**src/rtl/lsu_pkg.sv**
```systemverilog
// Shared encodings for the load/store unit memory port: RV32I funct3 widths,
// fault cause codes, data-memory access sizes and the port FSM states.
package lsu_pkg;

  localparam logic [2:0] F3_B  = 3'b000;
  localparam logic [2:0] F3_H  = 3'b001;
  localparam logic [2:0] F3_W  = 3'b010;
  localparam logic [2:0] F3_BU = 3'b100;
  localparam logic [2:0] F3_HU = 3'b101;

  localparam logic [1:0] CAUSE_NONE     = 2'b00;
  localparam logic [1:0] CAUSE_MISALIGN = 2'b01;
  localparam logic [1:0] CAUSE_RANGE    = 2'b10;
  localparam logic [1:0] CAUSE_ILLEGAL  = 2'b11;

  localparam logic [1:0] SZ_BYTE = 2'b00;
  localparam logic [1:0] SZ_HALF = 2'b01;
  localparam logic [1:0] SZ_WORD = 2'b10;

  typedef enum logic [1:0] {
    ST_IDLE   = 2'b00,
    ST_ACCESS = 2'b01,
    ST_RESP   = 2'b10
  } state_t;

  // Number of bytes touched by an access of the given size code.
  function automatic logic [32:0] size_bytes(input logic [1:0] size);
    case (size)
      SZ_BYTE: size_bytes = 33'd1;
      SZ_HALF: size_bytes = 33'd2;
      default: size_bytes = 33'd4;
    endcase
  endfunction

endpackage

```
**src/rtl/lsu_mem_port_load_extend.sv**
```systemverilog
// Sign/zero extension of raw (already zero-extended) memory read data
// according to the RV32I load funct3.
module load_extend
  import lsu_pkg::*;
(
  input  logic [2:0]  funct3,
  input  logic [31:0] raw,
  output logic [31:0] ext
);

  // Select the extension for the load width.
  always_comb begin
    // NOTE: default assignment first so every path drives ext and no latch is inferred.
    ext = raw;
    case (funct3)
      F3_B:    ext = {{24{raw[7]}}, raw[7:0]};
      F3_H:    ext = {{16{raw[15]}}, raw[15:0]};
      F3_BU:   ext = {24'b0, raw[7:0]};
      F3_HU:   ext = {16'b0, raw[15:0]};
      default: ext = raw;
    endcase
  end

endmodule

```
**src/rtl/lsu_mem_port.sv**
```systemverilog
// MEM-stage initiator of the data-memory port: accepts one load/store,
// checks funct3, alignment and range, performs a single-cycle access and
// holds the writeback response until it is taken.
module lsu_mem_port
  import lsu_pkg::*;
#(
  parameter logic [31:0] MEM_BASE  = 32'h0100_0000,
  parameter int unsigned MEM_DEPTH = 1048576
) (
  input  logic        clock,
  input  logic        reset,
  input  logic        req_valid,
  output logic        req_ready,
  input  logic        req_is_store,
  input  logic [2:0]  req_funct3,
  input  logic [31:0] req_addr,
  input  logic [31:0] req_wdata,
  input  logic [4:0]  req_rd,
  output logic [31:0] mem_address,
  output logic [31:0] mem_data_in,
  input  logic [31:0] mem_data_out,
  output logic        mem_read_write,
  output logic [1:0]  mem_access_size,
  output logic        resp_valid,
  input  logic        resp_ready,
  output logic [31:0] resp_rdata,
  output logic [4:0]  resp_rd,
  output logic        resp_wb_en,
  output logic        resp_fault,
  output logic [1:0]  resp_cause
);

  // Last legal byte address, in 33 bits so the range compare cannot wrap.
  localparam logic [32:0] LIMIT = {1'b0, MEM_BASE} + 33'(MEM_DEPTH) - 33'd1;

  state_t      state;
  logic        is_store_q;
  logic [2:0]  funct3_q;
  logic [4:0]  rd_q;
  logic [31:0] ext_data;

  logic        f3_legal;
  logic        misaligned;
  logic        out_of_range;
  logic [1:0]  size_c;
  logic [32:0] last_byte;
  logic [1:0]  cause_c;

  assign req_ready = (state == ST_IDLE) && reset;
  // Write strobe only in ACCESS and never at an edge where reset is asserted.
  assign mem_read_write = (state == ST_ACCESS) && is_store_q && reset;

  assign size_c    = req_funct3[1:0];
  assign last_byte = {1'b0, req_addr} + size_bytes(size_c) - 33'd1;

  // Request checks in priority order: illegal funct3, misaligned, out of range.
  always_comb begin
    f3_legal     = req_is_store ? (req_funct3 inside {F3_B, F3_H, F3_W})
                                : (req_funct3 inside {F3_B, F3_H, F3_W, F3_BU, F3_HU});
    misaligned   = ((size_c == SZ_HALF) && req_addr[0]) ||
                   ((size_c == SZ_WORD) && (req_addr[1:0] != 2'b00));
    out_of_range = (req_addr < MEM_BASE) || (last_byte > LIMIT);
    cause_c      = CAUSE_NONE;
    if (!f3_legal)         cause_c = CAUSE_ILLEGAL;
    else if (misaligned)   cause_c = CAUSE_MISALIGN;
    else if (out_of_range) cause_c = CAUSE_RANGE;
  end

  load_extend u_load_extend (
    .funct3 (funct3_q),
    .raw    (mem_data_out),
    .ext    (ext_data)
  );

  // Port FSM with request, memory-drive and response registers.
  always_ff @(posedge clock) begin
    if (!reset) begin
      // NOTE: sequential state uses non-blocking assignments so every register samples pre-edge values.
      state           <= ST_IDLE;
      is_store_q      <= 1'b0;
      funct3_q        <= F3_W;
      rd_q            <= 5'd0;
      mem_address     <= MEM_BASE;
      mem_data_in     <= 32'd0;
      mem_access_size <= SZ_WORD;
      resp_valid      <= 1'b0;
      resp_rdata      <= 32'd0;
      resp_rd         <= 5'd0;
      resp_wb_en      <= 1'b0;
      resp_fault      <= 1'b0;
      resp_cause      <= CAUSE_NONE;
    end else begin
      case (state)
        ST_IDLE: begin
          if (req_valid) begin
            is_store_q <= req_is_store;
            funct3_q   <= req_funct3;
            rd_q       <= req_rd;
            if (cause_c != CAUSE_NONE) begin
              // Faults skip the memory entirely.
              state      <= ST_RESP;
              resp_valid <= 1'b1;
              resp_fault <= 1'b1;
              resp_cause <= cause_c;
              resp_rdata <= 32'd0;
              resp_wb_en <= 1'b0;
              resp_rd    <= req_rd;
            end else begin
              state           <= ST_ACCESS;
              mem_address     <= req_addr;
              mem_data_in     <= req_wdata;
              mem_access_size <= size_c;
            end
          end
        end
        ST_ACCESS: begin
          state      <= ST_RESP;
          resp_valid <= 1'b1;
          resp_fault <= 1'b0;
          resp_cause <= CAUSE_NONE;
          resp_rd    <= rd_q;
          resp_rdata <= is_store_q ? 32'd0 : ext_data;
          resp_wb_en <= !is_store_q && (rd_q != 5'd0);
        end
        ST_RESP: begin
          if (resp_ready) begin
            state      <= ST_IDLE;
            resp_valid <= 1'b0;
            resp_rdata <= 32'd0;
            resp_rd    <= 5'd0;
            resp_wb_en <= 1'b0;
            resp_fault <= 1'b0;
            resp_cause <= CAUSE_NONE;
          end
        end
        default: state <= ST_IDLE;
      endcase
    end
  end

endmodule

```
**config.mk**
```make
export PLATFORM = sky130hd
export DESIGN_NAME = lsu_mem_port
export DESIGN_NICKNAME = d
export VERILOG_FILES = /design/src/rtl/lsu_pkg.sv /design/src/rtl/lsu_mem_port_load_extend.sv /design/src/rtl/lsu_mem_port.sv
export SDC_FILE = /design/constraint.sdc
export NUM_CORES = 1
export LEC_CHECK = 0
export CAP_MARGIN = 10
export CORE_MARGIN = 2
export CORE_UTILIZATION = 25
export CTS_CLUSTER_DIAMETER = 50
export DETAILED_ROUTE_END_ITERATION = 12
export PLACE_DENSITY = 0.5
export SYNTH_ARGS = -nofsm -noshare
export SYNTH_HDL_FRONTEND = slang
export SYNTH_SLANG_ARGS = --single-unit
```
**constraint.sdc**
```tcl
create_clock -name clock -period 13.15 [get_ports clock]
set_input_delay 3.945 -clock clock [delete_from_list [all_inputs] [get_ports clock]]
set_output_delay 3.945 -clock clock [all_outputs]
set_load 0.01 [all_outputs]
```
==> results of run 1 <==
power by group through the flow:
stage,clock network [mW],registers (mW),logic (mW)
floorplan,0,0.380,0.116
global placement,0,0.379,0.190
detailed placement,0,0.379,0.189
CTS,0.512,0.371,0.191
global route,0.526,0.372,0.209
finish,0.494,0.371,0.189
cell usage in the layout (no fill, tap or decap), types with 23 or more instances in the layout:
master / n
ha_1: 44
dfxtp_1: 119
inv_1: 66
a21oi_1: 52
mux2i_1: 92
nand2_1: 50
o21ai_0: 25
clkdlybuf4s50_1: 217
nor2_1: 23
nor2b_1: 98
flip-flops by register name (all words and copies together) (netlist names), 2 cells and up:
name / flops
mem_data_in: 32
resp_cause: 2
mem_access_size: 2
funct3_q: 3
mem_address: 32
resp_rd: 5
resp_rdata: 32
state: 2
rd_q: 5
worst max path at each step:
stage | cells past startpoint | to | slack, ns
after floorplan | 2 | mem_read_write | 4.80
final | 3 | mem_read_write | 4.09
after detailed placement | 19 | mem_data_in[11] | 4.03
after global routing | 3 | mem_read_write | 4.02
after CTS | 3 | mem_read_write | 4.08
after global placement | 19 | mem_data_in[8] | 4.06
synthesized netlist by cell type (7+ instances only):
cell type	n	area share, %
o21ai_0	25	1.8
nor2_1	23	1.2
mux2i_1	92	13
a21boi_0	12	1.3
ha_1	44	7.8
a21oi_1	52	3.7
o211ai_1	13	1.4
nand4_1	12	1.1
inv_1	66	3.5
nand2b_1	20	1.8
nand2_1	50	2.7
clkbuf_1	23	1.2
buf_4	7	0.75
dfxtp_1	119	34
and2_1	7	0.62
nor2b_1	98	8.7
a211oi_1	7	0.75
nand3_1	22	1.6
o211a_1	7	0.99
a21boi_1	9	0.96
tightest hold or removal path, stage by stage, from the launching register on:
cell	delay, ns
dfxtp_1	0.31
nand2b_1	0.06
a21boi_1	0.05
final cells by class:
type	instances	area [µm²]
Clock buffer	17	425
Clock inverter	15	178
Fill cell	2916	17700
Inverter	66	248
Multi-Input combinational cell	574	4180
Sequential cell	119	2380
Tap cell	378	473
Timing Repair Buffer	223	2220
per-stage QoR:
stage | total power, mW | util (%) | std cells | setup slack (ns)
6_report | 1.05 | 36.4 | 1392 | 4.09
3_3_place_gp | 0.569 | 34.2 | 1360 | 4.06
4_1_cts | 1.07 | 36.4 | 1392 | 4.08
2_1_floorplan | 0.496 | - | 803 | 4.80
3_5_place_dp | 0.568 | 34.2 | 1360 | 4.03
5_1_grt | 1.11 | 36.4 | 1392 | 4.02
per-layer routing:
layer	up-vias	share of wire (%)	track usage, %
li1	3190	-	-
met1	2888	46	18.9
met5	-	0	0
met4	0	1.2	3.95
met3	14	4.4	2.91
met2	132	48	24.5
cell families after synthesis:
logic type	count (synthesis)	share of synthesized area (%)
AOI/OAI and AO/OA	174	16.7
muxes	92	13.1
adders and majority gates	45	8.09
xor gates and xnor gates	5	0.621
buffers and inverters	110	6.96
DFF	119	33.8
and+or+nand+nor	258	20.8
==> impl_results.md, run 1 <==
- Pre-antenna DRT Iters: 4
- Worst hold endpoint: resp_rdata[7]
- CTS Buffer Depth: 2
- Final instance area: 0.0101 mm²
- Final slew viol count: 0
- WP data required: between 9 and 10 ns
- Routed wire length: around 22,000 µm
- Clk Latency, worst-skew pair: 0.42 ns
- Clock root cell: clkbuf_16
- # setup viols final: 0
- Crit Path Max Fanout: 47
- Worst path slowest cell: clkdlybuf4s50_1
- Seq/Total Area, Yosys: about a third
- Fmax: ~110 MHz
- Post-synth EDFFs: 0
- Via density: 4.47
- Avg WL per Cell: between 15 and 20 µm
- Power share of the sequential group: 35.2%
- CP Class: input pin to primary output
- Crit. Startpoint: reset
- CTS Hold Bufs: 0
- Synth async-reset ratio: 0%
- Vias in the first global route: between 6,000 and 7,000
- Yosys warns: 0
- Relative slew slack: around 43%
- Core area: between 0.02 and 0.03 mm²
- Top FF cell, synth: dfxtp_1
- Layout net count: 1,155
- Overall Global Routing Usage: around 15%
- Synth Area per Inst: approximately 8.8 µm²
- Clock power share: roughly 47%
- Via Count: slightly above 6,000
- Largest net degree at the start of global routing: 77
- CTS resizes: 0
- Clk slew on worst S/H paths: 0.06 ns
- DRT antenna net count: 0
- Arrival @ worst endpoint: ~5.1 ns
- RSZ-0062 raised after global routing: false
- CTS tree: done
- FF+latch count, synth: 119
- Hold depth: 2
- Int Power: about 740 µW
- Reg2Reg Setup Slack: between 10 and 15 ns
- Number of buffers and inverters on the critical path: 2
- Layout cells sized above 1: approximately 5.2%
- Combinational Power Share: 17.9%
- Diode count: 0
- Setup TNS: 0 ns
- Worst-path cell chain: buf_4 -> and3_1 -> clkdlybuf4s50_1
- IO Pins: approximately 220
- Worst clock skew: 0.0152 ns
- Synthesized cell area: 0.00705 mm²
- Max-cap viol count: 0
- Maximum vdd ir drop: around 0.07 mV
- First-pass GRT wire length: around 34,000 µm
- Sw power: around 310 µW
- Die Wd: 172 µm
- Synthesis-to-layout area growth: 43.3%
- 1st-iter DRT viols: between 200 and 300
- Cell Pwr Density: between 100 and 150 mW/mm²
- PortBufs: about 220
- Worst Tran Pin Value: between 0.8 and 0.9 ns
- Clock Sinks: 119
- Die area: 0.0296 mm²
- CP peak stage delay: approximately 0.53 ns
- Routability Congestion: about 0.86
- Capture point of the worst reg-to-reg path: resp_rdata[9]
- Crit-path leading delay family: buffers and inverters
- Chip height: approximately 170 µm
- Min cycle time layout: a little over 9 ns
- Synth unique cells: between 60 and 70
- Setup bufs post-CTS: 0
- Placed Area: 0.00950 mm²
- Post-Synthesis Cells: 803
- Initial core utilization: roughly a quarter
- Row count: just over 60
- LEAKAGE: about 4.3 nW
- Worst hold path class: register to register
- DRC violations left: 0
- FF-to-FF Start: state[0]
- WHS: ~0.47 ns
- HPWL Detailed: 15,900 µm
- Number of H-tree levels: 4
- Initial antenna violation count: 0
- Sw frac: between 20% and 30%
- Total gr overflow: 0
- FF-to-FF path depth: 9
- Fin crit share: approximately 69%
- Syn Nets: approximately 960
- Outcome: complete, no violations
- Setup crit end kind: primary output
- Startpoint types: input pin
- Min-Delay Startpoint: resp_rdata[7]
- CTS Buf Count: 17
- Fin. Hold Viols: 0
Power figures use the tool's default switching activity.
==> run 2: changes to the inputs <==
--- a/config.mk
+++ b/config.mk
@@ -10,7 +10,7 @@
 export CORE_UTILIZATION = 25
 export CTS_CLUSTER_DIAMETER = 50
 export DETAILED_ROUTE_END_ITERATION = 12
-export PLACE_DENSITY = 0.5
+export PLACE_DENSITY = 0.52
 export SYNTH_ARGS = -nofsm -noshare
 export SYNTH_HDL_FRONTEND = slang
 export SYNTH_SLANG_ARGS = --single-unit
==> constraint.sdc (replaced) <==
create_clock -name clock -period 8.26 [get_ports clock]
set_input_delay 2.478 -clock clock [delete_from_list [all_inputs] [get_ports clock]]
set_output_delay 2.478 -clock clock [all_outputs]
set_load 0.01 [all_outputs]
==> run 2 against run 1 <==
  * Setup slack got worse by 2.6 ns
  * Sequential cell count did not move
  * Power grew 59%
  * First-iteration DRC count increased by 20%
  * Critical path type is now input pin to register
  * Die area stayed put
  * Combinational power increased by 60%
  * Global-route usage down 0.54 points
  * Largest cell class unchanged
  * Count of clock-buffer cells in the layout did not move
  * Utilization up 0.13 points
  * Critical endpoint is now mem_data_in[11]
  * Wire length fell by 2.4%
  * Sequential share of layout area is 0.082 points lower
==> impl_results.md, run 2 (synthesized netlist as in run 1, its figures left out) <==
- Clk Latency, worst-skew pair: 0.42 ns (about the same)
- Placed Area: 0.00953 mm² (was 0.00950 mm²)
- Overall Global Routing Usage: 14.0% (was 14.5%)
- Outcome: complete, no violations (unchanged)
- Largest net degree at the start of global routing: 77 (unchanged)
- Core area: 0.0278 mm² (unchanged)
- CP peak stage delay: 0.52 ns (was 0.53 ns)
- Top Registers: mem_address x32, mem_data_in x32, resp_rdata x32 (unchanged)
- CTS Hold Bufs: 0 (unchanged)
- Number of H-tree levels: 4 (unchanged)
- Vias in the first global route: 5,889 (was 6,059)
- Worst-path cell chain: clkdlybuf4s50_1 -> or2_2 -> ha_1 -> inv_1 -> ha_1 -> inv_1 -> fa_1 -> nand2b_1 -> a21oi_1 -> o2111ai_1 -> nand4_1 -> a41oi_1 -> mux2i_1 -> nor4_1 -> and4_1 -> nand3_4 -> buf_4 -> mux2i_1 -> nor2b_1 (was buf_4 -> and3_1 -> clkdlybuf4s50_1)
- Die area: 0.0296 mm² (unchanged)
- Via density: 4.49 (was 4.47)
- Dpl cells: 1,361 (was 1,360)
- Final Non-Filler Cells: 1,393 (was 1,392)
- Worst clock skew: 0.00960 ns (was 0.0152 ns)
- Diode count: 0 (unchanged)
- Routed wire length: 21,100 µm (was 21,600 µm)
- Setup crit end kind: register (was primary output)
- CP Class: input pin to register (was input pin to primary output)
- Util after Layout: 36.5% (was 36.4%)
- Setup TNS: 0 ns (unchanged)
- # setup viols final: 0 (unchanged)
- Routability Congestion: 0.885 (was 0.860)
- PortBufs: 218 (unchanged)
- WHS: 0.466 ns (was 0.468 ns)
- Arrival @ worst endpoint: 7.06 ns (was 5.12 ns)
- Synthesis-to-layout area growth: 43.8% (was 43.3%)
- Worst Tran Pin Value: 0.756 ns (was 0.851 ns)
- CTS tree: done (unchanged)
- Final slew viol count: 0 (unchanged)
- Clock root cell: clkbuf_16 (unchanged)
- Flip-flop and latch area: 0.00238 mm² (unchanged)
- Final instance area: 0.0101 mm² (about the same)
- Avg WL per Cell: 15.1 µm (was 15.5 µm)
- Total gr overflow: 0 (unchanged)
- Number of buffers and inverters on the critical path: 4 (was 2)
- Worst hold path class: register to register (unchanged)
- CTS resizes: 0 (unchanged)
- Min cycle time layout: approximately 6.8 ns
- WP data required: 8.57 ns (was 9.20 ns)
- RSZ-0062 raised after global routing: false (unchanged)
- LEAKAGE: 4.37 nW (was 4.35 nW)
- Fmax: about 150 MHz
- HPWL Detailed: 15,500 µm (was 15,900 µm)
- First-pass GRT wire length: 32,600 µm (was 33,600 µm)
- Chip height: 172 µm (unchanged)
- DRT antenna net count: 0 (unchanged)
- Die Wd: 172 µm (unchanged)
- Max-cap viol count: 0 (unchanged)
- Row count: 61 (unchanged)
- Total power: 1.68 mW (was 1.05 mW)
- CTS Buf Count: 17 (unchanged)
- Layout cells sized above 1: 5.32% (was 5.23%)
- Worst path slowest cell: clkdlybuf4s50_1 (unchanged)
- Relative slew slack: 49.5% (was 43.2%)
- Maximum vdd ir drop: 0.108 mV (was 0.0703 mV)
- Reg2Reg Setup Slack: 5.60 ns (was 10.26 ns)
- Most common library cell in the layout ignoring fill and taps: clkdlybuf4s50_1 (unchanged)
- Clock Sinks: 119 (unchanged)
- Via Count: 6,254 (was 6,224)
- Startpoint types: input pin (unchanged)
- Layout net count: 1,156 (was 1,155)
- Initial core utilization: 25.4% (unchanged)
- Setup Slack @ Placement: 1.07 ns (was 4.03 ns)
- 1st-iter DRT viols: 338 (was 282)
- DRC violations left: 0 (unchanged)
- Clk slew on worst S/H paths: 0.07 ns (was 0.06 ns)
- Layout filler cell count: 2,888 (was 2,916)
- Fin. Hold Viols: 0 (unchanged)
- Setup bufs post-CTS: 0 (unchanged)
- CTS Buffer Depth: 2 (unchanged)
- Fin crit share: approximately four fifths
- Worst setup margin: 1.51 ns (was 4.09 ns)
- Crit-path leading delay family: simple AND/OR/NAND/NOR gates (was buffers and inverters)
- IO Pins: 219 (unchanged)
- Pre-antenna DRT Iters: 6 (was 4)
- Multi-input gate area: 0.00418 mm² (unchanged)
- Crit Path Max Fanout: 28 (was 47)
- Most frequent cells in the layout: clkdlybuf4s50_1 (217), dfxtp_1 (119), nor2b_1 (98) (unchanged)
- Initial antenna violation count: 0 (unchanged)
- Cell Pwr Density: 166 mW/mm² (was 104 mW/mm²)
[run 2: cell count changes in the layout (fill, tap and decap cells not counted)]
| cell | change |
|---|---|
| clkinv_4 | +2 |
| clkinvlp_4 | -2 |
| buf_12 | +2 |
| buf_4 | -1 |
[run 2: where the power goes]
group | switching (mW) | internal, mW | leakage, nW
sequential | 0.00695 | 0.584 | 0.962
clock | 0.326 | 0.458 | 0.296
combinational | 0.157 | 0.145 | 3.11
total | 0.490 | 1.19 | 4.37
[run 2: tightest hold or removal path, delay by kind of cell, from the launching register on]
family / cells / cell delay [ns]
AO/OA/AOI/OAI: 1 / 0.05
flip-flops: 1 / 0.31
AND/OR/NAND/NOR: 1 / 0.06
[run 2: layer usage]
metal	part of all wire (%)	wire, µm	vias to the layer above	track usage [%]
met4	1.9	395	0	4.38
li1	-	-	3201	-
met3	5.0	1060	33	2.91
met1	45	9570	2852	18.1
met2	48	10000	168	23.3
met5	0	0	-	0
[run 2: worst paths after layout]
check,from,to,cells after the start
setup / recovery,req_funct3[0],mem_data_in[11],19
hold / removal,resp_rdata[6],resp_rdata[6],2
setup reg to reg,state[0],resp_rdata[15],8
hold reg to reg,resp_rdata[6],resp_rdata[6],2
[run 2: final cells by class]
type / instances / area share [%]
multi-input combinational: 574 / 41.2
sequential: 119 / 23.5
timing repair buffer: 224 / 22.2
tap: 378 / 4.67
clock buffer: 17 / 4.20
inverter: 66 / 2.44
clock inverter: 15 / 1.78
==> run 3: changes to the inputs <==
--- a/config.mk
+++ b/config.mk
@@ -10,7 +10,7 @@
 export CORE_UTILIZATION = 25
 export CTS_CLUSTER_DIAMETER = 50
 export DETAILED_ROUTE_END_ITERATION = 12
-export PLACE_DENSITY = 0.52
+export PLACE_DENSITY = 0.5
 export SYNTH_ARGS = -nofsm -noshare
 export SYNTH_HDL_FRONTEND = slang
 export SYNTH_SLANG_ARGS = --single-unit
==> constraint.sdc (replaced) <==
create_clock -name clock -period 6.8 [get_ports clock]
set_input_delay 2.04 -clock clock [delete_from_list [all_inputs] [get_ports clock]]
set_output_delay 2.04 -clock clock [all_outputs]
set_load 0.01 [all_outputs]
==> run 3 against run 2 <==
  * Sequential cell count is the same
  * Die area unchanged
  * Non-clock buffer count up 3
  * Global-route usage grew 0.55 points
  * Setup slack got worse by 0.66 ns
  * Critical endpoint is now mem_data_in[23]
  * Via count grew 0.18%
  * Clock power increased by 17%
  * Hold slack worse by 0.00058 ns
  * Cell count increased by 0.22%
  * Power rose by 20%
==> impl_results.md, run 3 (synthesized netlist as in run 1, its figures left out) <==
- Routability Congestion: 0.862 (was 0.885)
- RSZ-0062 raised after global routing: false (unchanged)
- Routed wire length: 21,500 µm (was 21,100 µm)
- Via density: 4.49 (about the same)
- Reg2Reg Setup Slack: 4.49 ns (was 5.60 ns)
- Layout filler cell count: 2,894 (was 2,888)
- Most frequent cells in the layout: clkdlybuf4s50_1 (217), dfxtp_1 (119), nor2b_1 (98) (unchanged)
- Chip height: 172 µm (unchanged)
- Synthesis-to-layout area growth: 43.6% (was 43.8%)
- Dpl cells: 1,364 (was 1,361)
- Final Non-Filler Cells: 1,396 (was 1,393)
- WP data required: 7.11 ns (was 8.57 ns)
- Core area: 0.0278 mm² (unchanged)
- Util after Layout: 36.5% (about the same)
- Fmax: 168 MHz
- Worst Tran Pin Value: 0.826 ns (was 0.756 ns)
- Capture point of the worst reg-to-reg path: resp_rdata[27] (was resp_rdata[15])
- HPWL Detailed: 16,100 µm (was 15,500 µm)
- Top Registers: mem_address x32, mem_data_in x32, resp_rdata x32 (unchanged)
- FF-to-FF Start: state[0] (unchanged)
- 1st-iter DRT viols: 267 (was 338)
- Diode count: 0 (unchanged)
- Total gr overflow: 0 (unchanged)
- CTS resizes: 0 (unchanged)
- Layout net count: 1,159 (was 1,156)
- Top Layer Used: met5 (was met4)
- Via Count: 6,265 (was 6,254)
- Setup TNS: 0 ns (unchanged)
- Pre-antenna DRT Iters: 4 (was 6)
- Critical Path End: mem_data_in[23] (was mem_data_in[11])
- Crit path top cell by count: inv_1
- Cell Pwr Density: 198 mW/mm² (was 166 mW/mm²)
- Number of H-tree levels: 4 (unchanged)
- CP peak stage delay: 0.52 ns (about the same)
- DRT antenna net count: 0 (unchanged)
- Clock root cell: clkbuf_16 (unchanged)
- Layout cells sized above 1: 5.50% (was 5.32%)
- Min cycle time layout: a little under 6 ns
- PortBufs: 218 (unchanged)
- # setup viols final: 0 (unchanged)
- Clk slew on worst S/H paths: 0.06 ns (was 0.07 ns)
- Arrival @ worst endpoint: 6.26 ns (was 7.06 ns)
- IO Pins: 219 (unchanged)
- Maximum vdd ir drop: 0.166 mV (was 0.108 mV)
- Clock Sinks: 119 (unchanged)
- First-pass GRT wire length: 33,600 µm (was 32,600 µm)
- Initial core utilization: 25.4% (unchanged)
- Final slew viol count: 0 (unchanged)
- Worst clock skew: 0.00784 ns (was 0.00960 ns)
- CTS Buf Count: 17 (unchanged)
- Die area: 0.0296 mm² (unchanged)
- CTS Buffer Depth: 2 (unchanged)
- Fin crit share: between 80% and 90%
- Clk Latency, worst-skew pair: 0.42 ns (about the same)
- Row count: 61 (unchanged)
- Crit Path Max Fanout: 36 (was 28)
- Setup bufs post-CTS: 0 (unchanged)
- Most common library cell in the layout ignoring fill and taps: clkdlybuf4s50_1 (unchanged)
- Largest net degree at the start of global routing: 48 (was 77)
- Worst path slowest cell: buf_4 (was clkdlybuf4s50_1)
- Die Wd: 172 µm (unchanged)
- CP Class: input pin to register (unchanged)
- DRC violations left: 0 (unchanged)
- Metal2 WL: 10,500 µm (was 10,000 µm)
- Worst hold path class: register to register (unchanged)
- Relative slew slack: 44.8% (was 49.5%)
- Crit. Startpoint: req_funct3[1] (was req_funct3[0])
- Initial antenna violation count: 1 (was 0)
- CTS tree: done (unchanged)
- Vias in the first global route: 6,072 (was 5,889)
- Multi-input gate area: 0.00418 mm² (unchanged)
- FF-to-FF path depth: 9 (was 8)
- Routed length on met3: 971 µm (was 1060 µm)
- Startpoint types: input pin (unchanged)
- Outcome: complete, no violations (unchanged)
- Met1 WL: 9630 µm (was 9570 µm)
- Fin. Hold Viols: 0 (unchanged)
- CTS Hold Bufs: 0 (unchanged)
- Worst-path cell chain: clkdlybuf4s50_1 -> inv_1 -> nand2_1 -> ha_1 -> inv_1 -> ha_1 -> inv_1 -> fa_1 -> nand2b_1 -> a21oi_1 -> o2111ai_1 -> nand4_1 -> a41oi_1 -> mux2i_1 -> nor4_1 -> and4_1 -> nand3_4 -> buf_4 -> mux2i_1 -> nor2b_1 (was clkdlybuf4s50_1 -> or2_2 -> ha_1 -> inv_1 -> ha_1 -> inv_1 -> fa_1 -> nand2b_1 -> a21oi_1 -> o2111ai_1 -> nand4_1 -> a41oi_1 -> mux2i_1 -> nor4_1 -> and4_1 -> nand3_4 -> buf_4 -> mux2i_1 -> nor2b_1)
- Flip-flop and latch area: 0.00238 mm² (unchanged)
- Max-cap viol count: 0 (unchanged)
- Setup crit end kind: register (unchanged)
- LEAKAGE: 4.36 nW (was 4.37 nW)
- Avg WL per Cell: 15.4 µm (was 15.1 µm)
- Overall Global Routing Usage: 14.5% (was 14.0%)
-- run 3: cell count changes in the layout (fill, tap and decap cells not counted) --
| cell | before | now |
|---|---|---|
| clkinvlp_4 | 1 | 4 |
| buf_4 | 5 | 9 |
| clkbuf_1 | 0 | 1 |
| clkinv_4 | 2 | 1 |
| buf_12 | 2 | 1 |
| inv_6 | 7 | 4 |
| clkbuf_8 | 0 | 1 |
| inv_8 | 3 | 0 |
| clkinv_2 | 0 | 2 |
-- run 3: worst min-delay path by stage --
| stage | from | to | slack, ns | cells after the start |
|---|---|---|---|---|
| global route | resp_rdata[4] | resp_rdata[4] | 0.49 | 2 |
| detailed placement | resp_rdata[6] | resp_rdata[6] | 0.46 | 2 |
| floorplan | rd_q[0] | rd_q[0] | 0.45 | 2 |
| CTS | resp_rdata[6] | resp_rdata[6] | 0.47 | 2 |
| finish | resp_rdata[5] | resp_rdata[5] | 0.47 | 2 |
| global placement | resp_rdata[1] | resp_rdata[1] | 0.46 | 2 |
-- run 3: cell type report --
class / instances / area share (%)
tap: 378 / 4.67
inverter: 66 / 2.45
clock inverter: 13 / 1.42
sequential: 119 / 23.5
clock buffer: 19 / 4.37
timing repair buffer: 227 / 22.3
multi-input combinational: 574 / 41.3
-- run 3: worst max-delay path, delay by kind of cell --
| family | cells | cell delay, ns |
|---|---|---|
| AOI/OAI and AO/OA | 3 | 0.60 |
| adders and majority gates | 3 | 0.77 |
| and+or+nand+nor | 7 | 1.01 |
| buffers and inverters | 5 | 1.26 |
| muxes | 2 | 0.51 |
-- run 3: per-stage QoR --
stage | power [mW] | hold slack (ns) | setup WS [ns] | instance area [µm²]
CTS | 2.04 | 0.468 | 0.860 | 10100
global placement | 1.11 | 0.455 | 0.492 | 9540
detailed placement | 1.10 | 0.457 | 0.428 | 9540
finish | 2.01 | 0.465 | 0.849 | 10100
global route | 2.10 | 0.485 | 0.402 | 10100
floorplan | 0.959 | 0.451 | 1.58 | 7050
-- run 3: power breakdown --
group | leakage (nW) | internal [mW] | switching (mW)
Clock | 0.277 | 0.553 | 0.369
Combinational | 3.12 | 0.178 | 0.192
Sequential | 0.962 | 0.710 | 0.00814
Total | 4.36 | 1.44 | 0.569
-- run 3: metal layers --
layer  up-vias  track usage [%]
met1      2906             18.3
met5         -                0
met2       137             24.9
met3        24             2.70
li1       3196                -
met4         2             5.08
==> patch (flow settings as in run 3) <==
The 3 states of `state_t` get a one-hot encoding in 3 bits.
--- a/src/rtl/lsu_pkg.sv
+++ b/src/rtl/lsu_pkg.sv
@@ -17,10 +17,10 @@
   localparam logic [1:0] SZ_HALF = 2'b01;
   localparam logic [1:0] SZ_WORD = 2'b10;
 
-  typedef enum logic [1:0] {
-    ST_IDLE   = 2'b00,
-    ST_ACCESS = 2'b01,
-    ST_RESP   = 2'b10
+  typedef enum logic [2:0] {
+    ST_IDLE   = 3'b001,
+    ST_ACCESS = 3'b010,
+    ST_RESP   = 3'b100
   } state_t;
 
   // Number of bytes touched by an access of the given size code.
Function: no difference found for any inputs over 4 cycles, from zero or initial values and one cycle with reset low; so few cycles prove little.
==> patch against run 3 <==
Hold slack worse by 11 ps. Die area grew 0.83%. Wire length grew 3.5%. Clock skew up 4.6 ps. Synthesized area increased by 0.85%. Non-clock buffer count down 1. Sequential power rose by 0.8%. Cell count is 4.6% higher. Design area is 0.82% higher. Sequential cell count increased by 1. Setup slack worse by 170 ps. Power grew 2.2%. Synthesized cell count is 8.7% higher. Critical path type unchanged.
==> patch: results (changes against run 3) <==
INFO  metric outcome = finished clean
INFO  metric synth-xor-area-share = 0.00246 (-0.00375)
INFO  metric vdd_ir_drop_max = 0.148 mV (-11%)
INFO  metric maximum_number_of_pins_on_one_net_before_global_route_repair = 76 (+58%)
INFO  metric grt_use_total = 0.149 (+0.00313)
INFO  metric final_cell_area = 10200 µm² (+0.82%)
INFO  metric drt-vias-per-instance = 4.63 (+3.2%)
INFO  metric postLayoutSetupSlackWorst = 676 ps (-173 ps)
INFO  metric post-layout-total-power = 2.05 mW (+2.2%)
INFO  metric synth_compound_area_frac = 0.205 (+0.0382)
INFO  metric finalWirelength = 22300 µm (+3.5%)
INFO  metric synth_adder_area_share = 0.0732 (-0.00772)
INFO  metric initial_antenna_violation_count = 0 (-1)
INFO  metric buffers_excl_clock = 226 (-0.44%)
INFO  metric detailedPlacementHpwl = 16800 µm (+4.5%)
INFO  metric non_clock_inverter_count = 52 (-21%)
INFO  metric route.detailed.wl_per_inst = 15.3 µm (-1.0%)
INFO  metric nFlopsAndLatches = 120 (+0.84%)
INFO  metric clkbuf_count = 18 (-1)
INFO  metric dp.cells = 1428 (+4.7%)
INFO  metric tightest_slew = 975 ps (+149 ps)
INFO  metric placed_cell_area = 9580 µm² (+0.45%)
INFO  metric layout.nets = 1219 (+5.2%)
INFO  metric synth_mux_area_frac = 0.106 (-0.0250)
INFO  metric worst_r2r_startpoint = state[0]$_SDFFE_PN1P_
INFO  metric r2r_setup_slack = 3930 ps (-560 ps)
INFO  metric n_multi_input_combinational_cell = 652 (+14%)
INFO  metric drt_iter0_markers = 388 (+45%)
INFO  metric synth.distinct_cells = 72 (+11%)
INFO  metric grt_first_pass_wirelength = 35900 µm (+6.6%)
INFO  metric pre_cts_ws = 257 ps (-171 ps)
INFO  metric crit_arrival = 6460 ps (+200 ps)
==> patch: changes by cell type after synthesis, moves of 17 or more <==
cell,before,now
nand2_1,50,198
a22o_1,0,43
a21oi_1,52,31
nor2b_1,98,11
mux2i_1,92,75
==> patch: worst max-delay path, stage by stage <==
cell and delay [ps]:
clkdlybuf4s50_1 490, inv_1 130, nand2_1 80, ha_1 280
inv_1 40, ha_1 200, inv_1 70, fa_1 160
nor2b_1 40, o31ai_1 270, a211o_1 190, a21oi_1 70
or3_1 320, a2111oi_1 700, nor2_1 290, nor4_4 400
buf_4 420, mux2i_1 230
==> patch: layer usage <==
metal,track usage,vias up,wire (µm)
li1,-,3451,-
met1,0.188,3153,10300
met2,0.259,137,10900
met3,0.0281,19,791
met4,0.0392,0,280
met5,0,-,0
